### config.mk
export PLATFORM = sky130hd
export DESIGN_NAME = pc_sequencer
export DESIGN_NICKNAME = d
export VERILOG_FILES = /design/src/rtl/pc_sequencer.sv
export SDC_FILE = /design/constraint.sdc
export NUM_CORES = 2
export LEC_CHECK = 0
export CELL_PAD_IN_SITES_DETAIL_PLACEMENT = 1
export CELL_PAD_IN_SITES_GLOBAL_PLACEMENT = 2
export CORE_ASPECT_RATIO = 1.75
export CORE_MARGIN = 2
export CORE_UTILIZATION = 50
export DETAILED_ROUTE_END_ITERATION = 8
export GPL_TIMING_DRIVEN = 0
export HOLD_SLACK_MARGIN = 0.12
export PLACE_DENSITY = 0.84
export SLEW_MARGIN = 20
export SYNTH_ARGS = -nofsm -noshare
export SYNTH_HDL_FRONTEND = slang
export SYNTH_SLANG_ARGS = --single-unit
### constraint.sdc
create_clock -name clk -period 46.1 [get_ports clk]
set_input_delay 9.22 -clock clk [delete_from_list [all_inputs] [get_ports clk]]
set_output_delay 9.22 -clock clk [all_outputs]
set_load 0.05 [all_outputs]
### src/rtl/pc_sequencer.sv
// Program-address sequencer: advances, branches, calls and returns the instruction address
// using a return-address stack, and takes prioritised interrupts plus one exception.
module pc_sequencer #(
    parameter int ADDR_W      = 15,
    parameter int STACK_DEPTH = 256,
    parameter int NUM_IRQ     = 7,
    parameter int VEC_BASE    = 2,
    localparam int SP_W       = $clog2(STACK_DEPTH) + 1,
    localparam int IDX_W      = $clog2(STACK_DEPTH)
) (
    input  logic               clk,
    input  logic               rst,
    input  logic               step,
    input  logic [3:0]         m_oper,
    input  logic [ADDR_W-1:0]  data_addr,
    input  logic               eq,
    input  logic               lt,
    input  logic               gt,
    input  logic               aeq,
    input  logic               hlt,
    input  logic [NUM_IRQ-1:0] irq,
    input  logic               exc,
    output logic [ADDR_W-1:0]  addr,
    output logic [SP_W-1:0]    sp,
    output logic               in_isr,
    output logic [NUM_IRQ-1:0] irq_ack,
    output logic               irq_done,
    output logic               stack_ovf,
    output logic               stack_unf,
    output logic [1:0]         dbg_state
);
    localparam logic [3:0] OP_JEQ  = 4'd1;
    localparam logic [3:0] OP_JGT  = 4'd2;
    localparam logic [3:0] OP_JLT  = 4'd3;
    localparam logic [3:0] OP_JMP  = 4'd5;
    localparam logic [3:0] OP_NEX  = 4'd6;
    localparam logic [3:0] OP_CALL = 4'd7;
    localparam logic [3:0] OP_RET  = 4'd8;
    localparam logic [SP_W-1:0]   SP_FULL = SP_W'(STACK_DEPTH);
    localparam logic [ADDR_W-1:0] VEC_EXC = ADDR_W'(VEC_BASE + NUM_IRQ);

    typedef enum logic [1:0] {ST_RUN = 2'd0, ST_ISR = 2'd1, ST_FAULT = 2'd2} state_t;
    state_t state_q, state_d;

    logic [ADDR_W-1:0]  stack_ram [STACK_DEPTH];
    logic [ADDR_W-1:0]  addr_d, addr_inc, push_val, top, irq_vec;
    logic [SP_W-1:0]    sp_d, isr_sp_q, isr_sp_d;
    logic [NUM_IRQ-1:0] pending_q, pending_d, irq_sel, ack_d;
    logic               push, done_d, ovf_d, unf_d, flag;

    assign addr_inc = addr + ADDR_W'(1);
    assign top      = stack_ram[IDX_W'(sp - SP_W'(1))];

    // Lowest-index pending line wins; loop runs high-to-low so the last hit is the lowest.
    always_comb begin
        irq_sel = '0;
        irq_vec = '0;
        for (int i = NUM_IRQ - 1; i >= 0; i--) begin
            if (pending_q[i]) begin
                irq_sel    = '0;
                irq_sel[i] = 1'b1;
                irq_vec    = ADDR_W'(VEC_BASE + i);
            end
        end
    end

    always_ff @(posedge clk or posedge rst) begin
        if (rst) state_q <= ST_RUN;
        else     state_q <= state_d;
    end

    always_comb begin
        state_d   = state_q;
        addr_d    = addr;
        sp_d      = sp;
        isr_sp_d  = isr_sp_q;
        pending_d = pending_q | irq;
        ack_d     = '0;
        done_d    = 1'b0;
        ovf_d     = stack_ovf;
        unf_d     = stack_unf;
        push      = 1'b0;
        push_val  = '0;
        flag      = 1'b0;
        if (step && state_q != ST_FAULT) begin
            if (exc || (state_q == ST_RUN && |pending_q)) begin
                if (sp == SP_FULL) begin
                    ovf_d   = 1'b1;
                    state_d = ST_FAULT;
                end else begin
                    push     = 1'b1;
                    push_val = (m_oper == OP_NEX) ? addr_inc : addr;
                    sp_d     = sp + SP_W'(1);
                    addr_d   = exc ? VEC_EXC : irq_vec;
                    if (state_q == ST_RUN) isr_sp_d = sp;
                    state_d  = ST_ISR;
                    if (!exc) begin
                        ack_d     = irq_sel;
                        pending_d = (pending_q & ~irq_sel) | irq;
                    end
                end
            end else begin
                case (m_oper)
                    OP_JEQ, OP_JGT, OP_JLT: begin
                        flag   = (m_oper == OP_JEQ) ? eq : (m_oper == OP_JGT) ? gt : lt;
                        addr_d = (flag | (aeq & eq)) ? data_addr : addr_inc;
                    end
                    OP_JMP: addr_d = data_addr;
                    OP_NEX: addr_d = hlt ? addr : addr_inc;
                    OP_CALL: begin
                        if (sp == SP_FULL) begin
                            ovf_d   = 1'b1;
                            state_d = ST_FAULT;
                        end else begin
                            push     = 1'b1;
                            push_val = addr_inc;
                            sp_d     = sp + SP_W'(1);
                            addr_d   = data_addr;
                        end
                    end
                    OP_RET: begin
                        if (sp == '0) begin
                            unf_d   = 1'b1;
                            state_d = ST_FAULT;
                        end else begin
                            addr_d = top;
                            sp_d   = sp - SP_W'(1);
                            if (state_q == ST_ISR && sp_d == isr_sp_q) begin
                                state_d = ST_RUN;
                                done_d  = 1'b1;
                            end
                        end
                    end
                    default: ;
                endcase
            end
        end
    end

    always_comb begin
        in_isr    = (state_q == ST_ISR);
        dbg_state = state_q;
    end

    always_ff @(posedge clk or posedge rst) begin
        if (rst) begin
            addr      <= '0;
            sp        <= '0;
            isr_sp_q  <= '0;
            pending_q <= '0;
            irq_ack   <= '0;
            irq_done  <= 1'b0;
            stack_ovf <= 1'b0;
            stack_unf <= 1'b0;
        end else begin
            addr      <= addr_d;
            sp        <= sp_d;
            isr_sp_q  <= isr_sp_d;
            pending_q <= pending_d;
            irq_ack   <= ack_d;
            irq_done  <= done_d;
            stack_ovf <= ovf_d;
            stack_unf <= unf_d;
        end
    end

    // Stack storage is deliberately left uninitialised by reset.
    always_ff @(posedge clk) begin
        if (push) stack_ram[sp[IDX_W-1:0]] <= push_val;
    end
endmodule
## Word-level counts from Yosys, hierarchy flattened

Memories as Yosys holds them, arrays and structs flattened.
Cells that the tools add are included.

- Register bits: 52
- Latch bits: 0
- Bits in writable memories: 3,840
- ROM bits: 0
- Input bits: 35
- Output and inout port bits: 37
- Word-level logic and storage cells: 117
- Memories: 1

Memories:

| name | depth | bits a word | read ports | clocked after Yosys merged registers in | wr ports | RTL line | RTL |
|---|---|---|---|---|---|---|---|
| stack_ram | 256 | 15 | 1 | 0 | 1 | 45 | `logic [ADDR_W-1:0] stack_ram [STACK_DEPTH];` |

- $add $sub $neg: 3
- Multiply operators: 0
- Div/mod/pow operators: 0
- $lt $le $gt $ge: 0
- Equality and inequality tests: 17
- Shift operators: 0
- Mux-type cells: 62
- Bitwise logic cells: 8
- Reductions and logical operators: 17

Operators with widths:

| cell | number |
|---|---|
| $mux 15 | 19 |
| $mux 7 | 15 |
| $pmux 15 s5 | 1 |
| $mux 9 | 3 |
| $pmux 9 s2 | 1 |
| $mux 1 | 16 |
| $add 15x1->15 const B | 1 |
| $or 7x7->7 | 2 |
| $eq 4x3->1 const B | 3 |
| $reduce_and 4->1 | 3 |
| $mux 2 | 5 |
| $add 9x1->9 const B | 1 |
| $eq 9x9->1 | 1 |
| $eq 9x9->1 const B | 1 |
| $logic_not 9->1 | 1 |
| $ne 3x3->1 const B | 3 |
| $sub 9x1->9 const B | 1 |
| $eq 4x2->1 const B | 2 |
| $and 7x7->7 | 1 |
| $not 7->7 | 1 |
| $reduce_or 7->1 | 1 |
| $ne 2x2->1 const B | 3 |
| $reduce_and 6->1 | 1 |
| $reduce_bool 6->1 | 1 |
| other kinds (17) | 20 |

## Logic depth before layout (Yosys ltp)

- Word-level depth: 14
- Mapped depth: 20

## Worst setup path after synthesis

No wires, ideal clock.

- Kind: input -> register
- From: input port exc
- To: memory stack_ram[0][5], data pin
- Arrival: 21.157 ns
- Required time: 43.672 ns
- Slack: 22.515 ns
- Cell stages on the path: 7
- Buffers on the path: 1
- Path through: clkbuf_1 -> nor4_1 -> o2bb2ai_1 -> nand4_1 -> nand2_1 -> a21oi_1 -> a311oi_1

- Longest elaborated chain between the ends: 3

RTL lines:

| item | RTL line | RTL |
|---|---|---|
| start: declaration | 22 | `input logic exc,` |
| $logic_or 1x1->1 | 86 | `if (exc \|\| (state_q == ST_RUN && \|pending_q)) begin` |
| $mux 15 | 86 |  |
| $mux 15 | 85 | `if (step && state_q != ST_FAULT) begin` |
| named net push_val[5] | 46 | `logic [ADDR_W-1:0] addr_d, addr_inc, push_val, top, irq_vec;` |
| end: declaration | 45 |  |

The timed path passes the listed nets, and every way through them passes these cells.

## Worst setup path after layout

- From: input port exc
- To: memory stack_ram[246][14], enable pin

- Longest elaborated chain between the ends: 5

RTL lines:

| item | RTL line | RTL |
|---|---|---|
| $logic_or 1x1->1 | 86 |  |
| $mux 1 | 86 |  |
| $mux 1 | 85 |  |
| $mux 1 | 169 | `if (push) stack_ram[sp[IDX_W-1:0]] <= push_val;` |
| $mux 1 (not written as such) | 169 |  |

Every way passes these cells.

==> summary.log <==
INFO  placement      routability_cong=1.06
INFO  timing         report.final.hold_viol_count=0
INFO  final_layout   multiInputGateArea=0.0345mm2
INFO  clock_network  post_cts.resized_instances=0
INFO  worst_setup_path critical_path.endpoint=stack_ram[246][14]$_DFFE_PP_
INFO  synth          netlist_top_cells_area=edfxtp_1 (76%), mux4_2 (17%), nand2_1 (1.1%)
INFO  worst_setup_path crit_path_start_kind=primary input
INFO  clock_network  cts.hold.buffers_added=0
INFO  floorplanning  core=0.302mm2
INFO  pwr            power_density=85.2mW/mm2
INFO  worst_setup_path worstSetupPathType=in2reg
INFO  timing         timing.final.ws_setup=32.18ns
INFO  worst_setup_path worst_path_dominant_cell_family=simple AND/OR/NAND/NOR gates
INFO  timing         tightest_slew=1.36ns
INFO  grt            number_of_global_route_vias_before_repair=86437
INFO  grt            grt_pass1_wl=892000um
INFO  pwr            irDropWorstVdd=0.119mV
INFO  grt            antenna_violations_before_repair=119
INFO  clock_network  cts_root_buf=clkbuf_16
INFO  synth          syn-mean-instance-area=22.2um2
INFO  timing         setup_viol_count_final=0
INFO  final_layout   filler_cell_count=24661
INFO  grt            global_route.usage.total=0.460
INFO  pwr            finalPower=15.2mW
INFO  run_status     status=finished, final reports clean
INFO  clock_network  postCtsSetupRepairBufs=0
INFO  floorplanning  die-height=732um
INFO  timing         worst_clock_skew=0.0751ns
INFO  clock_network  clock_pin_slew_worst_setup_and_hold_paths=0.06ns
INFO  synth          ys_seq_area_frac=0.771
INFO  worst_setup_path path_max_fanout=15
INFO  final_layout   drive_above_1_share=0.344
INFO  route          avgViaCountPerCell=7.56
INFO  synth          synth_edf_count=3840
INFO  timing         tns=0ns
INFO  synth          synth.ff_latch_count=3892
INFO  timing         rsz0062_at_grt=false
INFO  pwr            power.static_leakage=56.9nW
INFO  route          avgRoutedWirePerCell=57.7um
INFO  worst_setup_path cp_slowest_cell=a21oi_1
INFO  floorplanning  floorplan.initialDensity=0.502
INFO  synth          synth_area=0.151mm2
INFO  final_layout   fin_util=0.594
INFO  synth          synth_largest_area_cell=edfxtp_1
INFO  clock_network  cts_sinks=3892
INFO  timing         min_period_over_period=0.302
INFO  synth          syn-num-nets=6845
INFO  floorplanning  ioPinCount=72
INFO  route          drc_errors=0
INFO  placement      dpl_worst_slack=31.34ns
INFO  synth          netlist_instances=6804
INFO  worst_setup_path critical_path_cell_count=9
INFO  placement      port_buffers=68
INFO  clock_network  cts_inserted_buffers=344
INFO  worst_setup_path critPathCaptureType=flip-flop
INFO  synth          synth_top_area_frac=0.762
INFO  final_layout   register_area=0.117mm2
INFO  synth          synth.lib_cells_used.distinct=78
INFO  worst_setup_path critPathMaxStageDelay=1.02ns
INFO  timing         period_minus_slack=13.92ns
INFO  worst_setup_path timing.reg2reg.setup_slack=36.31ns
INFO  timing         timing.fmax=71.9MHz
INFO  route          postRouteAntennaNets=0
INFO  route          via_count_of_the_routed_design=91125
INFO  worst_setup_path worstPathCellList=clkbuf_1 > nor4_1 > a2bb2oi_1 > nand2_1 > a21oi_1 > and3_1 > nand2_1 > clkbuf_2 > nor2_4
INFO  worst_setup_path timing.critical_path.mode_cell=nand2_1
INFO  floorplanning  die_w=420um
INFO  worst_setup_path worst_ep_arrival_time=14.47ns
INFO  route          finalWirelength=696000um
INFO  worst_setup_path reg2reg_from=sp[0]$_DFFE_PP0P_
INFO  synth          synth_ff_type=edfxtp_1
INFO  route          detail_route.iter0.violations=18273
INFO  worst_setup_path setup.worst_path.start=exc
INFO  placement      post_detailed_placement_half_perimeter_wirelength=473000um
INFO  grt            global_route_overflow=0
INFO  floorplanning  die_area=0.307mm2
INFO  hold_path      min-delay-path-class=reg2reg
INFO  clock_network  htreeDepth=5
INFO  worst_setup_path worst-path-buf-inv=2
INFO  worst_setup_path worstPathRequired=46.66ns
INFO  route          tritonroute_pass_1_iters=8
INFO  synth          synth-warning-count=0
INFO  final_layout   finish.net_count=7667
INFO  synth          ys_async_sr_fraction=0.0134
INFO  clock_network  clock_insertion_delay_worst_skew=0.97ns
INFO  clock_network  clockBufferDepth=4
INFO  final_layout   syn_to_final_growth=18.4%
INFO  worst_setup_path rr_endpoint=addr[11]$_DFFE_PP0P_
INFO  grt            maximum_number_of_pins_on_one_net_before_global_route_repair=48
INFO  clock_network  tritoncts=built
INFO  worst_setup_path r2r_cells=18
INFO  timing         slew_violations=0
INFO  timing         worst_slew_margin_rel=0.0929
INFO  run            maxCapViolations=0
INFO  floorplanning  rows=267
[Yosys cell counts, drive strengths merged (4+ instances only)]
cell	instances
nor2b	8
nand4	11
a2111oi	5
a22oi	9
nor3	19
or3	7
nor2	303
buf	220
a2111o	5
a31oi	9
o22ai	15
or2	4
mux2	9
mux2i	49
mux4	1132
nand2b	5
o211ai	5
and3	16
a21oi	88
nor3b	7
a21o	6
dfrtp	52
a41oi	12
ha	6
nand3	190
edfxtp	3840
o21ai	47
o31ai	5
a311oi	13
a211oi	4
xnor2	22
xor2	14
nor4	18
clkbuf	158
nand2	431
inv	11
[layout by cell type, fill, tap and decap left out, types with 43 or more instances in the layout]
cell / instances
clkinv_2: 51
nor2_4: 202
clkinv_1: 68
bufinv_16: 57
clkdlybuf4s50_1: 68
clkbuf_16: 347
nand2_1: 428
nand3_1: 187
mux4_2: 1132
a21oi_1: 83
edfxtp_1: 3840
buf_16: 116
buf_6: 140
buf_2: 95
mux2i_1: 48
dfrtp_1: 52
clkbuf_1: 75
clkbuf_2: 119
nor2_1: 43
nor2_2: 58
diode_2: 109
buf_8: 50
buf_12: 127
buf_4: 93
[how the worst min path moves through the flow]
| stage | startpoint | to | slack [ns] | cells past startpoint |
|---|---|---|---|---|
| finish | isr_sp_q[0]$_DFFE_PP0P_ | isr_sp_q[0]$_DFFE_PP0P_ | 0.51 | 2 |
| global route | isr_sp_q[0]$_DFFE_PP0P_ | isr_sp_q[0]$_DFFE_PP0P_ | 0.54 | 2 |
| CTS | isr_sp_q[0]$_DFFE_PP0P_ | isr_sp_q[0]$_DFFE_PP0P_ | 0.51 | 2 |
| detailed placement | isr_sp_q[0]$_DFFE_PP0P_ | isr_sp_q[0]$_DFFE_PP0P_ | 0.50 | 2 |
| global placement | isr_sp_q[8]$_DFFE_PP0P_ | isr_sp_q[8]$_DFFE_PP0P_ | 0.48 | 2 |
| floorplan | isr_sp_q[0]$_DFFE_PP0P_ | isr_sp_q[0]$_DFFE_PP0P_ | 0.47 | 2 |
[flip-flops by register name (all words and copies together), names as in the netlist]
signal     count
addr          15
dbg_state      2
irq_ack        7
irq_done       1
isr_sp_q       9
pending_q      7
sp             9
stack_ovf      1
stack_ram   3840
stack_unf      1
[metal layers]
layer	GRT usage	part of all wire	vias up
met3	0.184	0.14	3028
met1	0.505	0.28	46971
met4	0.469	0.13	42
met5	0.00491	0.00042	-
met2	0.659	0.44	10675
li1	-	-	30409
[area by class of cell]
cell class / count / area share
flip-flops and latches: 3892 / 0.651
multi-input cells: 2522 / 0.193
clock buffers: 386 / 0.0493
repair buffers: 476 / 0.0472
well taps: 4035 / 0.0282
clock inverters: 244 / 0.0169
plain buffers: 378 / 0.0126
diodes: 109 / 0.00152
inverters: 12 / 0.000266
[through the flow]
| step | cell area, um2 | cells | hold slack [ns] |
|---|---|---|---|
| 4_1_cts | 179000 | 11944 | 0.510 |
| 3_5_place_dp | 167000 | 11314 | 0.496 |
| 2_1_floorplan | 151000 | 6804 | 0.469 |
| 5_1_grt | 179000 | 11969 | 0.538 |
| 3_3_place_gp | 157000 | 10907 | 0.484 |
| 6_report | 179000 | 12054 | 0.513 |
[worst min-delay path, cell delays in order (launching register included)]
cell     delay (ns)
dfrtp_1        0.36
nand2_1        0.06
o21ai_0        0.06
[cell families (layout without fill, tap and decap cells)]
kind of cell / Yosys count / in the layout / synth area share
AO/OA/AOI/OAI: 256 / 256 / 0.0110
multiplexers: 1190 / 1190 / 0.172
AND/OR/NAND/NOR: 1034 / 1034 / 0.0293
buffers and inverters: 390 / 1496 / 0.0138
flip-flops: 3892 / 3892 / 0.771
XOR/XNOR: 36 / 36 / 0.00223
other: 0 / 109 / 0
adder cells (fa/ha/maj): 6 / 6 / 0.000496
[power breakdown]
group | internal, mW | switching (mW) | total, mW
registers | 4.06 | 0.0432 | 4.10
clock network | 1.72 | 1.42 | 3.14
logic | 2.29 | 5.71 | 8.01
total | 8.07 | 7.18 | 15.2
(Power assumes the default switching activity.)
